$ cat src/rtl/board_store.sv
// Board occupancy memory for the 10x20 playfield with a built-in line-clear engine.
// Serves a collision read port, one-cell lock writes, a painter read port and a row-0 flag.
module board_store #(
    parameter int COLS = 10,
    parameter int ROWS = 20
) (
    input  logic       CLOCK_50,
    input  logic       reset,
    input  logic [3:0] board_rx,
    input  logic [4:0] board_ry,
    output logic       board_rdata,
    input  logic       board_we,
    input  logic [3:0] board_wx,
    input  logic [4:0] board_wy,
    input  logic       board_wdata,
    input  logic       clear_start,
    output logic       busy,
    output logic       clear_done,
    output logic [4:0] lines_cleared,
    output logic [7:0] total_lines,
    input  logic [3:0] vga_x,
    input  logic [4:0] vga_y,
    output logic       vga_cell,
    output logic       top_occupied
);

    typedef enum logic [1:0] {IDLE = 2'd0, SCAN = 2'd1, SHIFT = 2'd2, DONE = 2'd3} state_e;

    state_e            state_q, state_d;
    logic [COLS-1:0]   row_q [ROWS];
    logic [COLS-1:0]   row_d [ROWS];
    logic [4:0]        sr_q, sr_d;
    logic [4:0]        cnt_q, cnt_d;
    logic              busy_q, busy_d;
    logic              done_q, done_d;
    logic [4:0]        lines_q, lines_d;
    logic [7:0]        total_q, total_d;
    logic [8:0]        total_sum_s;
    logic              wr_ok_s;
    logic              row_full_s;

    assign wr_ok_s    = (state_q == IDLE) && board_we &&
                        (board_wx < 4'(COLS)) && (board_wy < 5'(ROWS));
    assign row_full_s = &row_q[sr_q];

    // State, storage and registered outputs.
    always_ff @(posedge CLOCK_50) begin
        if (reset) begin
            state_q <= IDLE;
            sr_q    <= 5'd0;
            cnt_q   <= 5'd0;
            busy_q  <= 1'b0;
            done_q  <= 1'b0;
            lines_q <= 5'd0;
            total_q <= 8'd0;
            for (int r = 0; r < ROWS; r++) begin
                row_q[r] <= '0;
            end
        end else begin
            state_q <= state_d;
            sr_q    <= sr_d;
            cnt_q   <= cnt_d;
            busy_q  <= busy_d;
            done_q  <= done_d;
            lines_q <= lines_d;
            total_q <= total_d;
            for (int r = 0; r < ROWS; r++) begin
                row_q[r] <= row_d[r];
            end
        end
    end

    // Next-state logic: scan from the bottom row, revisiting a row after each shift.
    always_comb begin
        state_d = state_q;
        sr_d    = sr_q;
        cnt_d   = cnt_q;
        case (state_q)
            IDLE: begin
                if (clear_start) begin
                    state_d = SCAN;
                    sr_d    = 5'(ROWS - 1);
                    cnt_d   = 5'd0;
                end else begin
                    state_d = IDLE;
                end
            end
            SCAN: begin
                if (row_full_s) begin
                    state_d = SHIFT;
                end else if (sr_q == 5'd0) begin
                    state_d = DONE;
                end else begin
                    sr_d = sr_q - 5'd1;
                end
            end
            SHIFT: begin
                state_d = SCAN;
                cnt_d   = cnt_q + 5'd1;
            end
            DONE: begin
                state_d = IDLE;
            end
            default: begin
                state_d = IDLE;
            end
        endcase
    end

    // Board contents: lock writes in IDLE, collapse rows 0..sr by one in SHIFT.
    always_comb begin
        for (int r = 0; r < ROWS; r++) begin
            row_d[r] = row_q[r];
        end
        case (state_q)
            IDLE: begin
                if (wr_ok_s) begin
                    row_d[board_wy][board_wx] = board_wdata;
                end else begin
                    row_d[0] = row_q[0];
                end
            end
            SHIFT: begin
                for (int r = 1; r < ROWS; r++) begin
                    if (5'(r) <= sr_q) begin
                        row_d[r] = row_q[r-1];
                    end else begin
                        row_d[r] = row_q[r];
                    end
                end
                row_d[0] = '0;
            end
            default: begin
                row_d[0] = row_q[0];
            end
        endcase
    end

    // Moore outputs computed from the next state so they are registered.
    always_comb begin
        busy_d      = (state_d != IDLE);
        done_d      = (state_d == DONE);
        total_sum_s = {1'b0, total_q} + {4'd0, cnt_q};
        if (state_d == DONE) begin
            lines_d = cnt_q;
            total_d = (total_sum_s > 9'd255) ? 8'd255 : total_sum_s[7:0];
        end else begin
            lines_d = lines_q;
            total_d = total_q;
        end
    end

    // Out-of-range reads act as a wall for collision and as empty for painting.
    always_comb begin
        if ((board_rx >= 4'(COLS)) || (board_ry >= 5'(ROWS))) begin
            board_rdata = 1'b1;
        end else begin
            board_rdata = row_q[board_ry][board_rx];
        end
        if ((vga_x >= 4'(COLS)) || (vga_y >= 5'(ROWS))) begin
            vga_cell = 1'b0;
        end else begin
            vga_cell = row_q[vga_y][vga_x];
        end
    end

    assign top_occupied  = |row_q[0];
    assign busy          = busy_q;
    assign clear_done    = done_q;
    assign lines_cleared = lines_q;
    assign total_lines   = total_q;

endmodule

$ cat config.mk
export PLATFORM = sky130hd
export DESIGN_NAME = board_store
export DESIGN_NICKNAME = d
export VERILOG_FILES = /design/src/rtl/board_store.sv
export SDC_FILE = /design/constraint.sdc
export NUM_CORES = 1
export LEC_CHECK = 0
export CAP_MARGIN = 20
export CORE_MARGIN = 8
export CORE_UTILIZATION = 29
export DETAILED_ROUTE_END_ITERATION = 7
export GPL_ROUTABILITY_DRIVEN = 0
export PLACE_DENSITY = 0.56
export RECOVER_POWER = 25
export SYNTH_ARGS = -nofsm -noshare
export SYNTH_HDL_FRONTEND = slang
export SYNTH_SLANG_ARGS = --single-unit
$ cat constraint.sdc
create_clock -name CLOCK_50 -period 3.74 [get_ports CLOCK_50]
set_clock_uncertainty 0.1 [all_clocks]
set_input_delay 0.748 -clock CLOCK_50 [delete_from_list [all_inputs] [get_ports CLOCK_50]]
set_output_delay 0.748 -clock CLOCK_50 [all_outputs]
set_load 0.03 [all_outputs]
Word-level counts from Yosys, hierarchy flattened
Memory sizes are Yosys's and may differ from the RTL's. A register that Yosys moved wholly into a read port is not among the register bits.
Index checks and enable logic that the tools add are counted.
- bits in registers: 27
- RAM bits: 200
- bits of input ports: 32
- output and inout port bits: 18
- word-level logic and storage cells: 157
- memories kept: 1
- memories (name ; words ; bits a word ; read ports ; clocked after memory_dff ; write ports ; line ; source):
    row_q ; 20 ; 10 ; 23 ; 1 ; 20 ; 30 ; logic [COLS-1:0] row_q [ROWS];
- add/sub/neg operators: 3
- order comparisons: 32
- eq/ne operators: 7
- multiplexer cells: 70
- bitwise gates (word level): 21
- reductions and logical operators: 16
- operator list (cell ; number):
    $mux 10 ; 41
    $pmux 190 s2 ; 1
    $bwmux 200 ; 1
    $mux 190 ; 1
    $demux 10 s5 ; 1
    $le 4x5->1 const A ; 8
    $mux 5 ; 6
    $le 3x5->1 const A ; 4
    $le 5x5->1 const A ; 4
    $or 1x1->1 ; 20
    $pmux 10 s2 ; 1
    $pmux 5 s2 ; 2
    $lt 4x5->1 const B ; 3
    $ge 5x5->1 const B ; 2
    $le 2x5->1 const A ; 2
    $reduce_and 10->1 ; 1
    $reduce_or 10->1 ; 1
    $add 8x5->9 ; 1
    $gt 9x8->1 const B ; 1
    $mux 1 ; 9
    $bmux 1 s4 ; 2
    $ge 4x4->1 const B ; 2
    $mux 8 ; 1
    $pmux 2 s4 ; 1
    21 further kinds ; 33

Longest topological paths before layout
- depth in word-level cells: 10
- depth in mapped cells: 11
- mapped depth without buffers: 9

Worst setup path before layout
No wires, ideal clock.
- path kind: input -> output
- from: input port vga_y[0]
- to: output port vga_cell
- data arrival time: 3.070 ns
- data required time: 2.892 ns
- setup slack: -0.178 ns
- stages: 7
- buffers on the path: 3
- cells stage by stage: buf_2 -> buf_2 -> buf_1 -> mux2i_1 -> a221oi_1 -> a2111oi_0 -> o32ai_1
- longest elaborated chain between the ends: 4
- elaborated cells between the ends (all ways): 6
- those cells by class: 1 x order compare; 3 x mux; 1 x reduce/logical; 1 x memory
- ends and longest elaborated chain (item ; line ; source):
    start: declaration ; 22 ; input logic [4:0] vga_y,
    $mem_v2 20x10 ; n/a ;
    $bmux 1 s4 ; 163 ; vga_cell = row_q[vga_y][vga_x];
    $mux 1 (implied by the code) ; 163 ;
    $mux 1 (*) ; 160 ; if ((vga_x >= 4'(COLS)) || (vga_y >= 5'(ROWS))) begin
    end: declaration ; 23 ; output logic vga_cell,
Mark *: on every way between the ends. The rest lies on a longest branch, timed or not. The select of a mux whose other input is x is not followed.

Final worst setup path
- from: input port board_ry[0]
- to: output port board_rdata
- longest elaborated chain between the ends: 4
- elaborated cells between the ends (all ways): 6
- those cells by class: 1 x order compare; 3 x mux; 1 x reduce/logical; 1 x memory
- ends and longest elaborated chain (item ; line ; source):
    start: declaration ; 10 ; input logic [4:0] board_ry,
    $mem_v2 20x10 ; n/a ;
    $bmux 1 s4 ; 158 ; board_rdata = row_q[board_ry][board_rx];
    $mux 1 (implied by the code) ; 158 ;
    $mux 1 (*) ; 155 ; if ((board_rx >= 4'(COLS)) || (board_ry >= 5'(ROWS))) begin
    end: declaration ; 11 ; output logic board_rdata,
Marked as above.

==> impl_summary.md <==
Critical path
The largest single stage delay on the critical path is 0.52 ns. The arrival time of data at the critical path endpoint is 3.13 ns. The most numerous cell on the critical path is sky130_fd_sc_hd__mux4_2. The total number of cells along the worst setup path is 7. The type of origin of the critical path is a primary input. The launching element of the worst setup path is board_ry[0]. STA classifies the critical path endpoint as an output pin. Across all register-to-register paths, the minimum setup slack is 0.24 ns. The worst reg-to-reg path cell count is 8.

The biggest fanout along the worst timing path is 7. The library cell contributing the largest single delay on the critical path is sky130_fd_sc_hd__mux4_2. Traced cell by cell, the critical path runs through buf_12 > mux4_2 > mux4_2 > nor2b_4 > or4_4 > a221o_2 > buf_6.

The setup path with the least slack is of type primary input to output pin. The total buffers and inverters traversed by the critical path is 2. The worst register-to-register path ends at sr_q[3]$_SDFFE_PP0N_.

Data on the critical path is required at its endpoint by 2.89 ns. The critical path ends at board_rdata. The kind of cell adding the most delay to the critical path is multiplexers.

Synthesis
Counting every net in the synthesized netlist gives 2,023. The cell count after synthesis is 1,979. Counting flops with a built-in enable in the synthesized netlist gives 0. In the synthesized netlist the async set-or-reset flop fraction comes to 0%. Sequential elements use 29.42% of the synthesized area. After synthesis the cells add up to between 15,000 and 20,000 um^2.

The count of synthesis-stage warnings from yosys is 0. A synthesized cell averages 7.978 um^2. Synthesis inferred between 200 and 250 register bits. The post-synthesis cell type count is 66.

The flip-flop cell with the highest count after synthesis is sky130_fd_sc_hd__dfxtp_1.

Floorplan
The die covers just over 60,000 um^2. The die is roughly 250 um tall. The starting density of the core is approximately 29%. From left edge to right edge, the die measures 249.3 um. The number of ports placed on the die boundary is 50. In this run the core area contains between 80 and 90 standard-cell rows. The core area is 53,810 um^2.

Routing
The number of design-rule violations left by the first detailed-router iteration is 2,475. In the routed design, unresolved DRC markers number 0. The met3 wire length is 7339 um. The routed design uses 28,940 um of met2 wire. The pre-antenna-repair detailed-routing pass consisted of 8 iterations. The final antenna-violating net count is 0.

Signal routing reaches up to met5. The post-detailed-routing wire length is 67,120 um. The routed length on met1 is 26,860 um. The routed layout has 17,140 vias. The detailed-route vias per instance is 6.186. The routed length per instance is 24.22 um.

GRT
The wire length of the first global-routing pass is 100,600 um. The number of global-route vias before repair is 15,640. The initial antenna violation count came to 2. Entering global routing, the biggest net connects 200 pins. The global-route total usage across every layer is 20.44%.

The total overflow left after global routing is 0.

STA
The hold violation count in the final report is 0. Setup repair after global routing could not meet its margin everywhere. Subtracting the final worst setup slack from the clock period gives 3.974 ns. At the pin with the least slew margin, the transition time is 1.612 ns.

The fmax is around 250 MHz. The final max-slew violation count was 20. The total of endpoints with negative setup slack in the final report is 1. Across all hold checks on the routed design, the worst slack comes to roughly 0.38 ns. In this run the tightest slew margin relative to its limit is -7.682%. The share of the clock period used by the worst path is 106.2%. After layout, the worst setup slack is -0.2337 ns.

Layout
The number of antenna diodes in the final layout is 0. The post-synthesis to final-layout area growth is 21.12%. The commonest non-fill, non-tap cell in the layout is sky130_fd_sc_hd__nor2_1. The net total in the final layout is ~2,100. Leaving out fill and tap cells, the most frequent cells in the layout are sky130_fd_sc_hd__nor2_1 (431), sky130_fd_sc_hd__nand2_1 (246), sky130_fd_sc_hd__a21oi_1 (225). The share of post-route cells with drive strength above 1 is 18.46%.

Clock network
The TritonCTS clock tree is built. The maximum buffer depth of the clock tree is 3. Clock tree synthesis selected as its root buffer the cell sky130_fd_sc_hd__clkbuf_16. Clock-pin slew was measured on the worst setup and hold paths at 0.06 ns. The count of H-tree levels built during CTS is 1. Buffers inserted during clock tree synthesis total 29. The later-pin clock latency in the skew report is 0.58 ns.

The clock sink count is 232.

Hold path
In this run the worst hold path is classified as flop to flop.

Placed design
The worst setup timing slack at the placement stage is -0.4514 ns. Port buffering added between 40 and 50 buffers. The half-perimeter wire length of the detailed placement result is 46,880 um.

Pwr
The static leakage is 5.755 nW. The ratio of total power to cell area is about 360 nW/um^2. The highest ir drop seen on vdd is 0.3182 mV.

Flow run
Across the run, the number of max-cap violations was 1.

Status
The checks that failed: max-capacitance violations, max-slew violations, negative setup slack. The run finished, with violations left.
-- area by class of cell --
type                    count  area [um^2]
clock buffers              42        874.6
multi-input cells        1565        10520
fillers                  5491        34690
inverters                  10        37.54
well taps                 696        870.8
flip-flops and latches    232         4664
clock inverters            11        187.7
repair buffers            215         1969
-- what timing repair did --
| item | in CTS | in global routing |
|---|---|---|
| gates resized for setup | 45 | 17 |
| hold buffers | 0 | 0 |
| buffers inserted | 7 | 2 |
| setup endpoints to repair | 2 | 2 |
| cloned | 1 | 1 |
| pin swaps | 5 | 4 |
-- power breakdown --
part           switching [mW]  internal [mW]
Combinational           0.661          0.368
Clock                    1.21           1.95
Sequential             0.0898           2.51
Total                    1.97           4.84
-- routing by layer --
metal	vias to the layer above	GRT usage [%]
met5	-	0
met4	2	10.50
met3	220	4.788
met2	1087	30.98
met1	8267	26.88
li1	7565	-
-- Yosys cell counts (3+ instances only) --
cell type,instances,area share [%]
sky130_fd_sc_hd__a2111oi_0,3,0.17
sky130_fd_sc_hd__o31ai_1,4,0.19
sky130_fd_sc_hd__nand2_1,247,5.9
sky130_fd_sc_hd__nor4_1,10,0.40
sky130_fd_sc_hd__nor3_1,27,0.86
sky130_fd_sc_hd__mux4_1,6,1.0
sky130_fd_sc_hd__nand2b_1,15,0.59
sky130_fd_sc_hd__mux2i_1,44,2.8
sky130_fd_sc_hd__and2_1,3,0.12
sky130_fd_sc_hd__nand3_1,34,1.1
sky130_fd_sc_hd__clkbuf_1,143,3.4
sky130_fd_sc_hd__and4_1,3,0.17
sky130_fd_sc_hd__nand4_1,43,1.7
sky130_fd_sc_hd__nor2_1,432,10
sky130_fd_sc_hd__o21ai_0,32,1.0
sky130_fd_sc_hd__o2111ai_1,3,0.17
sky130_fd_sc_hd__mux2_2,9,0.64
sky130_fd_sc_hd__or3_1,6,0.24
sky130_fd_sc_hd__nor3b_1,9,0.43
sky130_fd_sc_hd__buf_1,7,0.17
sky130_fd_sc_hd__nor2b_1,21,0.83
sky130_fd_sc_hd__a21oi_1,226,7.2
sky130_fd_sc_hd__a311oi_1,177,9.8
sky130_fd_sc_hd__a211oi_1,8,0.38
sky130_fd_sc_hd__or4_1,4,0.19
sky130_fd_sc_hd__inv_1,10,0.24
sky130_fd_sc_hd__o211ai_1,3,0.14
sky130_fd_sc_hd__o21bai_1,7,0.33
sky130_fd_sc_hd__buf_2,18,0.57
sky130_fd_sc_hd__a22oi_1,7,0.33
sky130_fd_sc_hd__dfxtp_1,232,29
sky130_fd_sc_hd__nand3b_1,7,0.33
sky130_fd_sc_hd__mux4_2,103,15
sky130_fd_sc_hd__nand4b_1,6,0.33
sky130_fd_sc_hd__ha_1,11,0.87
sky130_fd_sc_hd__a21o_1,4,0.19
sky130_fd_sc_hd__a31oi_1,10,0.40
sky130_fd_sc_hd__or2_2,7,0.28
sky130_fd_sc_hd__buf_4,3,0.14
-- sequential cells by signal (all words and copies together) (netlist names), named ones only --
| register | count |
|---|---|
| busy | 1 |
| clear_done | 1 |
| cnt_q | 5 |
| lines_cleared | 5 |
| row_q | 200 |
| sr_q | 5 |
| state_q | 2 |
| total_lines | 8 |
-- kinds of logic after synthesis --
logic type,count (synthesis),share of synthesized area (%)
xor gates and xnor gates,3,0.1664
AOI/OAI and AO/OA,506,21.56
muxes,162,19.12
buffers and inverters,182,4.588
adders and majority gates,12,0.9985
DFF,232,29.42
and+or+nand+nor,882,24.15
-- worst register-to-register path, cell delays in order (launching register included) --
cell and delay [ns]:
sky130_fd_sc_hd__dfxtp_1 0.82, sky130_fd_sc_hd__or4b_2 0.25, sky130_fd_sc_hd__nor3_1 0.05, sky130_fd_sc_hd__or4_1 0.54, sky130_fd_sc_hd__o41ai_2 0.40, sky130_fd_sc_hd__o211ai_1 0.26, sky130_fd_sc_hd__buf_4 0.26, sky130_fd_sc_hd__or4_1 0.50
sky130_fd_sc_hd__a21boi_0 0.24
-- stage by stage --
| step | instances | util, % | total power, mW | area, um^2 | setup TNS [ns] |
|---|---|---|---|---|---|
| after global routing | 2771 | 35.54 | 7.008 | 19120 | -2.724 |
| after global placement | 2707 | 33.04 | 3.616 | 17780 | -0.8125 |
| after detailed placement | 2708 | 33.05 | 3.631 | 17790 | -0.7870 |
| final | 2771 | 35.54 | 6.803 | 19120 | -0.2337 |
| after CTS | 2768 | 35.38 | 6.804 | 19040 | -0.2132 |
| after floorplan | 1979 | - | 3.244 | 15810 | 0 |
-- how the worst min path moves through the flow --
stage,cells after the start,start,to,slack (ns)
floorplan,2,cnt_q[4]$_SDFFE_PP0P_,cnt_q[4]$_SDFFE_PP0P_,0.37
global placement,2,lines_cleared[3]$_SDFFE_PP0N_,lines_cleared[3]$_SDFFE_PP0N_,0.38
detailed placement,2,lines_cleared[2]$_SDFFE_PP0N_,lines_cleared[2]$_SDFFE_PP0N_,0.38
CTS,2,lines_cleared[1]$_SDFFE_PP0N_,lines_cleared[1]$_SDFFE_PP0N_,0.39
global route,2,lines_cleared[2]$_SDFFE_PP0N_,lines_cleared[2]$_SDFFE_PP0N_,0.43
finish,2,lines_cleared[1]$_SDFFE_PP0N_,lines_cleared[1]$_SDFFE_PP0N_,0.38
Note: power is estimated with default switching activity, not from simulation.
